$ cat src/rtl/fractal_sync_1d_local_ctrl.sv
// Per-port request/response controller around the 1D local barrier RF.
// Tracks waiting ports and issues a registered wake-up or error response.
module fractal_sync_1d_local_ctrl #(
    parameter int unsigned ID_WIDTH = 2,
    parameter int unsigned N_PORTS  = 2
) (
    input  logic                               clk_i,
    input  logic                               rst_i,
    input  logic [N_PORTS-1:0]                 req_valid_i,
    output logic [N_PORTS-1:0]                 req_ready_o,
    input  logic [N_PORTS-1:0][ID_WIDTH-1:0]   req_id_i,
    output logic [N_PORTS-1:0][ID_WIDTH-1:0]   rf_id_o,
    output logic [N_PORTS-1:0]                 rf_check_o,
    input  logic [N_PORTS-1:0]                 rf_present_i,
    input  logic [N_PORTS-1:0]                 rf_id_err_i,
    input  logic [N_PORTS-1:0]                 rf_bypass_i,
    input  logic [N_PORTS-1:0]                 rf_ignore_i,
    output logic [N_PORTS-1:0]                 resp_valid_o,
    input  logic [N_PORTS-1:0]                 resp_ready_i,
    output logic [N_PORTS-1:0][ID_WIDTH-1:0]   resp_id_o,
    output logic [N_PORTS-1:0]                 resp_err_o,
    output logic [$clog2(N_PORTS+1)-1:0]       n_waiting_o
);

    localparam int unsigned CNT_W = $clog2(N_PORTS + 1);

    typedef enum logic [1:0] {
        IDLE = 2'd0,
        WAIT = 2'd1,
        RESP = 2'd2
    } state_e;

    state_e                             state_q [N_PORTS];
    state_e                             state_d [N_PORTS];
    logic [N_PORTS-1:0][ID_WIDTH-1:0]   id_q, id_d;
    logic [N_PORTS-1:0]                 err_q, err_d;
    logic [CNT_W-1:0]                   n_waiting_q, n_waiting_d;

    logic [N_PORTS-1:0]                 accept;
    logic [N_PORTS-1:0]                 pres_hit;
    logic [N_PORTS-1:0]                 wake;
    // hit[i][k]: the present verdict on requester i completes waiter k
    logic [N_PORTS-1:0][N_PORTS-1:0]    hit;

    always_comb begin
        for (int i = 0; i < N_PORTS; i++) begin
            req_ready_o[i]  = (state_q[i] == IDLE);
            resp_valid_o[i] = (state_q[i] == RESP);
        end
    end

    assign accept      = req_valid_i & req_ready_o;
    assign rf_check_o  = accept;
    assign rf_id_o     = req_id_i;
    assign resp_id_o   = id_q;
    assign resp_err_o  = err_q;
    assign n_waiting_o = n_waiting_q;

    // Present only wakes waiters when no higher-priority verdict applies.
    assign pres_hit = accept & rf_present_i & ~rf_id_err_i & ~rf_bypass_i & ~rf_ignore_i;

    always_comb begin
        hit  = '0;
        wake = '0;
        for (int i = 0; i < N_PORTS; i++) begin
            for (int k = 0; k < N_PORTS; k++) begin
                hit[i][k] = pres_hit[i] && (state_q[k] == WAIT) &&
                            (id_q[k][ID_WIDTH-1:1] == req_id_i[i][ID_WIDTH-1:1]);
                wake[k]   = wake[k] | hit[i][k];
            end
        end
    end

    always_comb begin
        id_d  = id_q;
        err_d = err_q;
        for (int i = 0; i < N_PORTS; i++) begin
            state_d[i] = state_q[i];
            case (state_q[i])
                IDLE: begin
                    if (accept[i]) begin
                        id_d[i]  = req_id_i[i];
                        err_d[i] = 1'b0;
                        if (rf_id_err_i[i]) begin
                            state_d[i] = RESP;
                            err_d[i]   = 1'b1;
                        end else if (rf_bypass_i[i] || rf_ignore_i[i] || rf_present_i[i]) begin
                            state_d[i] = RESP;
                        end else begin
                            state_d[i] = WAIT;
                        end
                    end
                end
                WAIT: begin
                    if (wake[i]) begin
                        state_d[i] = RESP;
                    end
                end
                RESP: begin
                    if (resp_ready_i[i]) begin
                        state_d[i] = IDLE;
                    end
                end
                default: state_d[i] = IDLE;
            endcase
        end
    end

    // Counting the next state keeps n_waiting_o aligned with the visible states.
    always_comb begin
        n_waiting_d = '0;
        for (int i = 0; i < N_PORTS; i++) begin
            if (state_d[i] == WAIT) begin
                n_waiting_d = n_waiting_d + CNT_W'(1);
            end
        end
    end

    always_ff @(posedge clk_i) begin
        if (rst_i) begin
            for (int i = 0; i < N_PORTS; i++) begin
                state_q[i] <= IDLE;
            end
            id_q        <= '0;
            err_q       <= '0;
            n_waiting_q <= '0;
        end else begin
            for (int i = 0; i < N_PORTS; i++) begin
                state_q[i] <= state_d[i];
            end
            id_q        <= id_d;
            err_q       <= err_d;
            n_waiting_q <= n_waiting_d;
        end
    end

    // RF reported a registered partner that no waiting port matches.
    for (genvar gi = 0; gi < N_PORTS; gi++) begin : g_desync_chk
        a_present_has_waiter: assert property (
            @(posedge clk_i) disable iff (rst_i) pres_hit[gi] |-> (|hit[gi])
        );
    end

endmodule

$ cat config.mk
export PLATFORM = sky130hd
export DESIGN_NAME = fractal_sync_1d_local_ctrl
export DESIGN_NICKNAME = d
export VERILOG_FILES = /design/src/rtl/fractal_sync_1d_local_ctrl.sv
export SDC_FILE = /design/constraint.sdc
export NUM_CORES = 1
export LEC_CHECK = 0
export CAP_MARGIN = 10
export CORE_MARGIN = 2
export CORE_UTILIZATION = 37
export DETAILED_ROUTE_END_ITERATION = 12
export PLACE_DENSITY = 0.77
export SYNTH_ARGS = -nofsm -noshare
export SYNTH_HDL_FRONTEND = slang
export SYNTH_SLANG_ARGS = --single-unit
$ cat constraint.sdc
create_clock -name clk_i -period 1.73 [get_ports clk_i]
set_input_delay 0.2595 -clock clk_i [delete_from_list [all_inputs] [get_ports clk_i]]
set_output_delay 0.2595 -clock clk_i [all_outputs]
set_load 0.005 [all_outputs]
==> metrics.md <==
| Metric | Value |
|---|---|
| Psw | roughly 0.18 mW |
| FF-to-FF setup slack | between 0.3 and 0.4 ns |
| Routed len/inst | about 12 um |
| Cell area after layout | ~1100 um2 |
| Clock power share | around a third |
| Reg2Reg Launch Point | state_q[0][0] |
| Vias per cell | between 4 and 5 |
| RSZ-0062 raised after global routing | no |
| CTS resizes | 1 |
| Worst-case reg-to-reg path depth | 6 |
| Pre-antenna DRT Iters | 4 |
| Clk root buf | clkbuf_4 |
| Initial antenna violation count | 0 |
| Share of layout cells above drive strength 1 | between 10% and 20% |
| Worst slew pin tran | 0.445 ns |
| Post-synthesis register bit count | 12 |
| CTS clk-pin slew, worst paths | ~0.080 ns |
| Slew HR | between 70% and 80% |
| IO Count | 36 |
| Layout area overhead | 65.2% |
| Worst setup EP type | primary output |
| Number of flops mapped to enable cells by yosys | 0 |
| Hold Startpoint | resp_id_o[0] |
| Crit path max-delay cell type | clkdlybuf4s50_1 |
| DP HPWL | roughly 1.2 mm |
| Pleak | approximately 0.44 nW |
| Die Width | 46.4 um |
| Cell-internal power | about 0.54 mW |
| First-pass GRT wire length | between 2 and 3 mm |
| Post-route insts no fill | ~130 |
| Seq/Total Area, Yosys | between 30% and 40% |
| Final hold violation count | 0 |
| Hold EP | resp_id_o[0] |
| Yosys top cell area share | 36.1% |
| CP cell instances | and2b_1 -> clkdlybuf4s50_1 |
| Top cells by area, synth | dfxtp_1 36%, mux2i_1 9.0%, nand4_4 6.4%, nor2_1 5.6%, nor3b_4 5.6% |
| Power Dens Cells | around 660 nW/um2 |
| Reg power frac | between 40% and 50% |
| Smallest hold slack | 0.514 ns |
| Post-layout min period | 1.68 ns |
| Die Ht | 46.4 um |
| Largest area contributor in the netlist | dfxtp_1 |
| Synth cell count leaders | 12 x dfxtp_1, 10 x nor2_1, 6 x mux2i_1 |
| Switching Share | 25.4% |
| WL final | between 1.5 and 2 mm |
| DRC Markers | 0 |
| H-tree depth | 1 |
| Syn_area_per_cell | approximately 9.8 um2 |
| Clock Tree Buf Depth | 2 |
| Cells after Synth | 68 |
| RR Endpoint | state_q[0][1] |
| CTS buffer count | 3 |
| Biggest cell delay along the critical path | between 0.5 and 0.6 ns |
| CP bufs+invs | 1 |
| Mapped cell area | 666 um2 |
| Combinational Power Share | about a quarter |
| Predominant post-synthesis flop cell | dfxtp_1 |
| Worst min-delay path category | reg -> reg |
| Critical Path Source Type | flip-flop |
| Final worst slack | between 0.04 and 0.05 ns |
| Peak VDD IR | approximately 440 uV |
| Cell Area, Placed | roughly 1100 um2 |
| Clk_skew | approximately 0.0031 ns |
| First-iteration detailed-routing DRC count | 3 |
| Max-cap check violation count | 0 |
| Final Net Count | 127 |
| Fin crit share | a little over nine tenths |
| Crit Path Category | reg -> out |
| CTS tree | built |
| Cell family with most CP delay | buffers and inverters |
| Synthesized net count | 86 |
| WP data required | between 1 and 1.5 ns |
| Clock latency on the worst-skew pair | between 0.2 and 0.3 ns |
| RePlAce Congestion | between 0.6 and 0.7 |
| DR vias | 610 |
| Row cnt | 15 |
| CORE AREA | 1710 um2 |
| Hold depth | 2 |
| Yosys cell types | 23 |
| Power, Total | between 0.7 and 0.8 mW |
| Pin count of the biggest net entering global routing | 13 |
| Worst slack at placement | -0.0206 ns |
| Synth warn | 0 |
| Most common cell in the netlist | dfxtp_1 |
| Fmax achieved | between 500 and 600 MHz |
| Total die area | 2150 um2 |
| GRT overflow | 0 |
| Final setup fails | 0 |
| Num Clock Sinks | 12 |
| Vias in the first global route | between 500 and 600 |
| Initial core utilization | around 40% |
| Post-synth ARST share | 0% |
| Count of pins over their slew limit | 0 |
| IO buf count | 35 |
| Post-Place Cells | about 130 |
| Status | complete, no violations |
| Setup bufs post-CTS | 0 |
| Critical path peak fanout | 5 |
| Final ANT Viol Nets | 0 |
| CTS hold repair buffers | 0 |
| Worst path arrival time | 1.42 ns |
| Total track usage | between 10% and 20% |
| Antenna diode count | 0 |
cells by family after synthesis:
family	synth area share [%]
AOI/OAI and AO/OA	12.2
xor gates and xnor gates	6.58
buffers and inverters	6.20
DFF	36.1
muxes	9.02
and+or+nand+nor	29.9
power groups by stage:
| stage | clock [mW] | sequential, mW | combinational, mW |
|---|---|---|---|
| floorplan | 0 | 0.311 | 0.0793 |
| global placement | 0 | 0.311 | 0.188 |
| detailed placement | 0 | 0.312 | 0.193 |
| CTS | 0.235 | 0.306 | 0.193 |
| global route | 0.243 | 0.308 | 0.205 |
| finish | 0.227 | 0.306 | 0.191 |
final cells by class:
type | count | area [um2]
fill | 148 | 608
inverter | 2 | 7.51
clock buffer | 4 | 36.3
tap | 25 | 31.3
timing repair buffer | 41 | 397
multi-input combinational | 49 | 387
sequential | 12 | 241
worst max-delay path by stage:
stage | startpoint | end | slack (ns) | cells after the start
global route | state_q[0][1] | resp_valid_o[0] | 0.01 | 2
floorplan | state_q[0][0] | n_waiting_o[0] | 0.31 | 5
detailed placement | req_valid_i[0] | state_q[0][1] | -0.02 | 7
finish | state_q[0][1] | resp_valid_o[0] | 0.05 | 2
global placement | req_valid_i[1] | rf_check_o[1] | 0.001 | 3
CTS | req_valid_i[0] | rf_check_o[0] | 0.03 | 3
placed cells by master (no fill, tap or decap):
master	n
o21ai_1	2
nor2b_1	2
xnor2_1	3
or4_1	1
a2bb2oi_4	1
mux2i_1	6
a221oi_1	1
nor2_1	10
nor3b_4	2
nand3b_1	1
nand4_4	2
a22oi_1	2
xor2_1	2
clkbuf_4	3
clkbuf_8	1
and2b_1	1
dlygate4sd2_1	1
buf_4	6
nor3_1	3
nor2b_2	1
a21boi_2	1
nand2_1	4
clkdlybuf4s50_1	33
dfxtp_2	1
inv_1	2
nand3_1	2
dfxtp_1	11
dlymetal6s2s_1	1
a21oi_1	2
through the flow:
step | setup TNS (ns) | utilization, %
6_report | 0 | 64.4
5_1_grt | 0 | 64.4
4_1_cts | 0 | 64.0
3_5_place_dp | -0.0295 | 62.0
3_3_place_gp | 0 | 62.0
2_1_floorplan | 0 | -
metal layers:
layer | vias up | wire (um) | GRT usage, %
met5 | - | 0 | 0
met4 | 0 | 10 | 10.3
met3 | 2 | 87 | 2.75
met2 | 20 | 834 | 28.9
met1 | 274 | 691 | 19.0
li1 | 314 | - | -
worst register-to-register path, cell delays in order (launching register included):
cell	delay, ns
dfxtp_2	0.37
nor3b_4	0.21
buf_4	0.20
nand3b_1	0.10
buf_4	0.14
a22oi_1	0.17
a21oi_1	0.09
sequential cells by signal (all words and copies together) (netlist names):
name,count
resp_id_o,4
state_q,4
n_waiting_o,2
resp_err_o,2
Note: power is estimated with default switching activity, not from simulation.
